### src/rtl/issue_scoreboard.sv
// Issue controller with a 32-entry pending-write scoreboard between decode and execute.
// Optional same-cycle writeback bypass of hazards: define ISSUE_WB_BYPASS_EN.
module issue_scoreboard #(
  parameter int MAX_INFLIGHT = 4
) (
  input  logic       clk,
  input  logic       rst_n,
  input  logic       in_valid,
  output logic       in_ready,
  input  logic [1:0] in_insttype,
  input  logic [4:0] in_rs,
  input  logic [4:0] in_rt,
  input  logic [4:0] in_rd,
  input  logic       in_rs_v,
  input  logic       in_rt_v,
  input  logic       in_rfwe,
  output logic       issue_valid,
  input  logic       issue_ready,
  input  logic       wb_valid,
  input  logic [4:0] wb_rd,
  input  logic       br_done,
  input  logic       mem_done,
  output logic [3:0] inflight,
  output logic       wb_err
);

  typedef enum logic {RUN, BR_WAIT} state_t;

  localparam logic [3:0] MAX_CNT = 4'(MAX_INFLIGHT);

  state_t      state, state_nxt;
  logic [31:0] pend, pend_nxt, pend_eff;
  logic [3:0]  inflight_nxt, inflight_eff;
  logic        mem_busy, mem_busy_nxt;
  logic        wb_err_nxt;
  logic        wb_nz, wb_hit, wb_miss;
  logic        rd_wr, is_br, is_ag;
  logic        raw, waw, full, memb, hazard, fire;

  assign wb_nz   = wb_valid && (wb_rd != 5'd0);
  assign wb_hit  = wb_nz && pend[wb_rd];
  assign wb_miss = wb_nz && !pend[wb_rd];
  assign rd_wr   = in_rfwe && (in_rd != 5'd0);
  assign is_br   = (in_insttype == 2'b01);
  assign is_ag   = (in_insttype == 2'b10);

`ifdef ISSUE_WB_BYPASS_EN
  // A register being written back this cycle no longer blocks its consumers.
  assign pend_eff     = wb_nz ? (pend & ~(32'd1 << wb_rd)) : pend;
  assign inflight_eff = inflight - {3'd0, wb_hit};
`else
  assign pend_eff     = pend;
  assign inflight_eff = inflight;
`endif

  assign raw    = (in_rs_v && pend_eff[in_rs]) || (in_rt_v && pend_eff[in_rt]);
  assign waw    = rd_wr && pend_eff[in_rd];
  assign full   = rd_wr && (inflight_eff == MAX_CNT);
  assign memb   = is_ag && mem_busy;
  assign hazard = raw || waw || full || memb;

  assign issue_valid = in_valid && (state == RUN) && !hazard;
  assign in_ready    = issue_valid && issue_ready;
  assign fire        = in_ready;

  always_comb begin
    state_nxt    = state;
    pend_nxt     = pend;
    inflight_nxt = inflight;
    mem_busy_nxt = mem_busy;
    wb_err_nxt   = wb_err || wb_miss;
    // Clear before set so an issue to the register being retired wins.
    if (wb_hit) pend_nxt[wb_rd] = 1'b0;
    if (fire && rd_wr) pend_nxt[in_rd] = 1'b1;
    inflight_nxt = inflight + {3'd0, fire && rd_wr} - {3'd0, wb_hit};
    if (fire && is_ag)  mem_busy_nxt = 1'b1;
    else if (mem_done)  mem_busy_nxt = 1'b0;
    case (state)
      RUN:     if (fire && is_br) state_nxt = BR_WAIT;
      BR_WAIT: if (br_done)       state_nxt = RUN;
      default:                    state_nxt = RUN;
    endcase
  end

  always_ff @(posedge clk or negedge rst_n) begin
    if (!rst_n) begin
      state    <= RUN;
      pend     <= 32'd0;
      inflight <= 4'd0;
      mem_busy <= 1'b0;
      wb_err   <= 1'b0;
    end else begin
      state    <= state_nxt;
      pend     <= pend_nxt;
      inflight <= inflight_nxt;
      mem_busy <= mem_busy_nxt;
      wb_err   <= wb_err_nxt;
    end
  end

endmodule

### config.mk
export PLATFORM = sky130hd
export DESIGN_NAME = issue_scoreboard
export DESIGN_NICKNAME = d
export VERILOG_FILES = /design/src/rtl/issue_scoreboard.sv
export SDC_FILE = /design/constraint.sdc
export NUM_CORES = 1
export LEC_CHECK = 0
export ABC_CLOCK_PERIOD_IN_PS = 3200
export CELL_PAD_IN_SITES_DETAIL_PLACEMENT = 0
export CELL_PAD_IN_SITES_GLOBAL_PLACEMENT = 1
export CORE_UTILIZATION = 39
export DETAILED_ROUTE_END_ITERATION = 8
export HOLD_SLACK_MARGIN = 0.15
export PLACE_DENSITY = 0.84
export SLEW_MARGIN = 40
export SYNTH_ARGS = -nofsm -noshare
export SYNTH_HDL_FRONTEND = slang
export SYNTH_SLANG_ARGS = --single-unit
### constraint.sdc
create_clock -name clk -period 3.2 [get_ports clk]
set_clock_uncertainty 0.1 [all_clocks]
set_input_delay 0.32 -clock clk [delete_from_list [all_inputs] [get_ports clk]]
set_output_delay 0.32 -clock clk [all_outputs]
set_load 0.01 [all_outputs]
=== Word-level counts from Yosys, hierarchy flattened ===
Cells that the tools add are included.

* Flip-flop bits (word level): 39
* Latch bits: 0
* Memories: 0
* RAM bits: 0
* Output and inout port bits: 7
* Input bits: 32
* ROM bits: 0

* Shift operators: 0
* Mux-type cells: 19
* Div/mod/pow operators: 0
* Bitwise operators: 4
* Equal/unequal tests: 3
* $mul: 0
* Reduce and logical (&&, ||, !) cells: 27
* $add $sub $neg: 2
* Order comparisons: 6

{| class="wikitable"
|+ Operator list
! kind !! number
|-
| 2-to-1 mux 32 bit || 2
|-
| AND 32 bit || 1
|-
| inverter 32 bit || 1
|-
| bitwise OR 32 bit || 1
|-
| < comparator 5 x 6 -> 1 bit (second input constant) || 4
|-
| binary-select mux 1 bit (select 5 bit) || 4
|-
| logical AND 1 bit || 17
|-
| demux 1 bit (select 5 bit) || 2
|-
| greater-or-equal comparator 5 x 1 -> 1 bit (second input constant) || 2
|-
| 2-to-1 mux 1 bit || 10
|-
| nonzero test 5 bit || 2
|-
| logical OR 1 bit || 5
|-
| adder 4 x 1 -> 4 bit || 1
|-
| equality test 4 x 3 -> 1 bit (second input constant) || 1
|-
| subtractor 4 x 1 -> 4 bit || 1
|-
| equality test 2 x 1 -> 1 bit (second input constant) || 1
|-
| equality test 2 bit (second input constant) || 1
|-
| zero test 1 bit || 2
|-
| one-hot mux 1 bit (2 select lines) || 1
|-
| nonzero test 2 bit || 1
|-
| inverter 1 bit || 1
|}

=== Logic depth before layout (Yosys ltp) ===
* Depth in word-level cells: 13
* Depth in mapped cells: 14

=== Worst setup path after synthesis ===
No wires, ideal clock.

* Path type: input to register
* Start: in in_rt[1]
* End: reg inflight[2]
* Arrival: 3.105 ns
* Setup slack: -0.127 ns
* Cell stages on the path: 13
* Cell sequence: clkbuf_1 mux4_2 mux2_2 or3_1 a32oi_1 and4_4 inv_2 ha_1 inv_1 ha_1 inv_1 fa_1 xnor2_1

* Word-level cells in the longest chain between the ends: 13

{| class="wikitable"
|+ RTL lines
! element !! RTL line !! source
|-
| start, declared || 12 || <nowiki>input logic [4:0] in_rt,</nowiki>
|-
| binary-select mux 1 bit (select 5 bit) || 56 || <nowiki>assign raw = (in_rs_v && pend_eff[in_rs]) || (in_rt_v && pend_eff[in_rt]);</nowiki>
|-
| 2-to-1 mux 1 bit (not written as such) || 56 ||
|-
| logical AND 1 bit || 56 ||
|-
| logical OR 1 bit || 56 ||
|-
| logical OR 1 bit (3 in a row) || 60 || <nowiki>assign hazard = raw || waw || full || memb;</nowiki>
|-
| zero test 1 bit || 62 || <nowiki>assign issue_valid = in_valid && (state == RUN) && !hazard;</nowiki>
|-
| logical AND 1 bit || 62 ||
|-
| logical AND 1 bit || 63 || <nowiki>assign in_ready = issue_valid && issue_ready;</nowiki>
|-
| logical AND 1 bit || 75 || <nowiki>inflight_nxt = inflight + {3'd0, fire && rd_wr} - {3'd0, wb_hit};</nowiki>
|-
| adder 4 x 1 -> 4 bit || 75 ||
|-
| subtractor 4 x 1 -> 4 bit || 75 ||
|-
| net inflight_nxt[2] || 33 || <nowiki>logic [3:0] inflight_nxt, inflight_eff;</nowiki>
|-
| end signal, assigned || 95 || <nowiki>inflight <= inflight_nxt;</nowiki>
|-
| end, declared || 23 || <nowiki>output logic [3:0] inflight,</nowiki>
|}

The timed path passes the listed nets, and every way through them passes these cells. The select of a mux whose other input is x is not followed.
A chain may end at the register's enable or synchronous reset.

=== Worst setup path after layout ===
* Start: reg pend[15]
* End: reg inflight[1]

* Word-level cells in the longest chain between the ends: 13
* Elaborated cells on any way between the ends: 22
* Those cells by class: add/sub (2); mux (8); reduce/logical (12)

{| class="wikitable"
|+ RTL lines
! element !! RTL line !! source
|-
| start, declared || 32 || <nowiki>logic [31:0] pend, pend_nxt, pend_eff;</nowiki>
|-
| start signal, assigned || 94 || <nowiki>pend <= pend_nxt;</nowiki>
|-
| binary-select mux 1 bit (select 5 bit) || 56 ||
|-
| 2-to-1 mux 1 bit (not written as such) || 56 ||
|-
| logical AND 1 bit || 56 ||
|-
| logical OR 1 bit || 56 ||
|-
| logical OR 1 bit (3 in a row) || 60 ||
|-
| zero test 1 bit || 62 ||
|-
| logical AND 1 bit || 62 ||
|-
| logical AND 1 bit || 63 ||
|-
| logical AND 1 bit || 75 ||
|-
| adder 4 x 1 -> 4 bit || 75 ||
|-
| subtractor 4 x 1 -> 4 bit * || 75 ||
|-
| net inflight_nxt[1] || 33 ||
|}

Mark *: on every way through the listed nets, which the timed path passes. The rest lies on a longest branch. The select of a mux whose other input is x is not followed.

==> summary.md <==
| Metric | Value |
|---|---|
| Initial antenna violation count | `0` |
| Layout Nets | `400` |
| Top Layer Used | `met4` |
| Vias | `2724` |
| CTS clk-pin slew, worst paths | `80 ps` |
| Footprint of the multi-input gates | `1832 um2` |
| Ant diodes | `0` |
| CTS Buffer Depth | `2` |
| Yosys reg bits | `39` |
| Fin crit share | `1.022` |
| CTS buffer count | `5` |
| Synth Flop Type | `dfrtp_1` |
| DR WL/cell | `19.57 um` |
| Post-synthesis simple-gate area fraction | `0.1394` |
| Fill cell count | `671` |
| WL final | `9.040 mm` |
| Worst r2r src | `pend[15]` |
| Top cell type's share of synthesized area | `0.3355` |
| Top cells by area, synth | `dfrtp_1 34%, mux4_2 20%, o21ai_0 5.7%, o21ai_1 5.3%, mux2i_1 4.8%` |
| Core area | `7214 um2` |
| Setup ws final | `-70.64 ps` |
| Reg-to-reg endpoint | `inflight[1]` |
| Mux cell area share after synthesis | `0.2688` |
| Commonest cells post-synth | `39 x dfrtp_1, 33 x o21ai_0, 31 x o21ai_1` |
| Switching share of power | `0.2262` |
| Share of the yosys chip area belonging to registers | `0.3355` |
| Clock power frac | `0.418` |
| Synth Cell Area | `2909 um2` |
| Post-Syn Area per Cell | `10.46 um2` |
| Global route overflow | `0` |
| Leakage power | `1.660 nW` |
| Cell with the most instances after synthesis | `dfrtp_1` |
| Post-route DRC | `0` |
| Clock Latency Late Sink | `290 ps` |
| Max-Cap Viols | `0` |
| First-pass GRT wire length | `14.43 mm` |
| Global-route usage over all layers | `0.2524` |
| Vias per Instance | `5.896` |
| Setup crit start kind | `register` |
| Cell taking the most area after synthesis | `dfrtp_1` |
| Routed Antenna Nets | `0` |
| Area delta synth->final | `35.83%` |
| Post-DP HPWL | `6.853 mm` |
| DRT iter0 DRCs | `420` |
| Hold Crit Depth | `1` |
| Int Pwr | `0.0009017 W` |
| Slew HR | `0.6582` |
| Reg2reg path depth | `13` |
| Final std cell area, no fill | `3951 um2` |
| Clock root buffer | `clkbuf_8` |
| Final Setup Violations | `1` |
| DIE WIDTH | `88.37 um` |
| Net count after synthesis | `316` |
| Fin cells | `462` |
| Share of post-route cells with drive strength above 1 | `0.3030` |
| Cells after Synth | `278` |
| Flop pwr share | `0.424` |
| Setup CP Type | `register to register` |
| P_sw | `0.0002636 W` |
| Metal2 WL | `4.173 mm` |
| Fin crit period | `3271 ps` |
| Max Clock Freq | `305.8 MHz` |
| Fraction of registers with async set/reset | `1.000` |
| H-tree depth | `2` |
| R2R setup slack | `-70 ps` |
| Largest family of logic cells by synthesized area | `multiplexers` |
| Adder-cell area share of the yosys netlist | `0.02839` |
| Drt pass-1 iters | `4` |
| Crit path capture type | `register` |
| Largest net degree at the start of global routing | `40` |
| Placed Instance Area | `3789 um2` |
| Initial Util | `0.4032` |
| Die height | `88.37 um` |
| Vias in the first global route | `2848` |
| Wl on met1 | `3.853 mm` |
| Compound-gate portion of the synthesized area | `0.1751` |
| Pwr/cell area | `294.9 nW/um2` |
| Worst-Margin Slew | `512.7 ps` |
| Hold Vio Cnt, Final | `0` |
| Worst VDD drop | `209.1 uV` |
| PortBufs | `38` |
| Routability congestion estimate | `0.9158` |
| Post-synth EDFFs | `0` |
| CTS tree | `built` |
| Status | `finished, violations left` |
| Pre-CTS worst setup slack | `-630.4 ps` |
| Post-layout util | `0.5477` |
| Clock sink count | `39` |
| Req. time, crit path | `3300 ps` |
| CP Max Fanout | `2` |
| Storage cell area | `975.9 um2` |
| Hold Path End | `wb_err` |
| Final Max Tran Viols | `0` |
| Worst min path class | `register to register` |
| Violated checks | `setup timing` |
| RSZ-0062 raised after global routing | `yes` |
| Hold Crit Start | `wb_err` |
| Row Count | `31` |
| Worst Path Arrival | `3370 ps` |
| WL met3 | `780 um` |
| Number of distinct library cells after synthesis | `47` |
| Synth Warn # | `0` |
| DIE AREA | `7808 um2` |
| Xor/xnor cell area share of the yosys netlist | `0.006022` |
| I/O pin cnt | `39` |
| Comb power frac | `0.159` |
| Placed Instances | `450` |
## repair_timing
item | in CTS | in global routing
hold buffers | 1 | 0
pin swaps | 1 | 4
hold endpoints to repair | 39 | 0
gates resized for setup | 7 | 6
setup endpoints to repair | 5 | 5
buffers inserted | 3 | 0
## cell type report
class                   count  area share
clock inverters             2     0.01520
flip-flops and latches     39      0.2470
clock buffers               6     0.01837
inverters                  16     0.01520
multi-input cells         205      0.4636
well taps                  99     0.03135
repair buffers             95      0.2093
## registers in the layout (all words and copies together) (netlist names)
name / cells
wb_err: 1
mem_busy: 1
inflight: 4
pend: 32
state: 1
## per-layer routing
metal  vias to the layer above  GRT usage
met5                         -          0
met4                         0    0.07918
met3                        27    0.05970
met2                       141     0.4098
met1                      1326     0.3351
li1                       1230          -
## cells by family after synthesis
family | Yosys count
adder cells (fa/ha/maj) | 6
multiplexers | 45
AO/OA/AOI/OAI | 89
AND/OR/NAND/NOR | 63
flip-flops | 39
XOR/XNOR | 2
buffers and inverters | 34
## power by group through the flow
stage	clock (W)	sequential [W]	combinational, W
after floorplan	0	0.000503	0.0000844
after global placement	0	0.000503	0.000181
after detailed placement	0	0.000503	0.000183
after CTS	0.000497	0.000494	0.000184
after global routing	0.000526	0.000494	0.000200
final	0.000487	0.000494	0.000185
## stage by stage
stage,TNS (ps),hold WS (ps),power [W]
6_report,-70.64,373.7,0.001165
5_1_grt,-370.2,392.2,0.001220
4_1_cts,-91.95,377.0,0.001175
3_5_place_dp,-5428,222.5,0.0006862
3_3_place_gp,-3038,351.7,0.0006840
2_1_floorplan,-70.56,-75.59,0.0005879
## worst max-delay path by stage
stage / from / slack, ps / end
floorplan: in_rt[0] / -70 / inflight[1]
global placement: in_rt[0] / -570 / inflight[1]
detailed placement: in_rt[0] / -630 / inflight[1]
CTS: pend[15] / -80 / inflight[1]
global route: in_rs[0] / -160 / inflight[1]
finish: pend[15] / -70 / inflight[1]
## cell usage in the layout (no fill, tap or decap), types with 3 or more instances in the layout
cell	netlist	routed
clkbuf_8	0	5
inv_1	15	12
nand2b_1	3	3
o22ai_1	7	7
ha_1	5	3
or3_1	4	4
a32oi_1	4	4
dfrtp_1	39	39
o21ai_1	31	31
inv_2	1	4
mux2i_1	14	14
clkdlybuf4s50_1	0	32
nor2b_1	4	4
buf_4	1	53
nor2_1	9	9
nor3_1	3	3
mux4_2	26	26
nand3_1	6	6
nand3b_1	8	8
dlygate4sd2_1	0	3
nor3b_1	3	3
and3_1	3	3
o21ai_0	33	33
nand2_1	9	9
## critical path: stages (launching register included)
cell and delay, ps:
dfrtp_1 400, mux4_2 470, mux2_4 270, or3_1 340
a32oi_1 210, buf_4 160, and4_4 220, inv_2 40
ha_4 200, inv_2 50, ha_4 120, inv_2 30
fa_2 520, inv_2 30
Power figures use the tool's default switching activity.
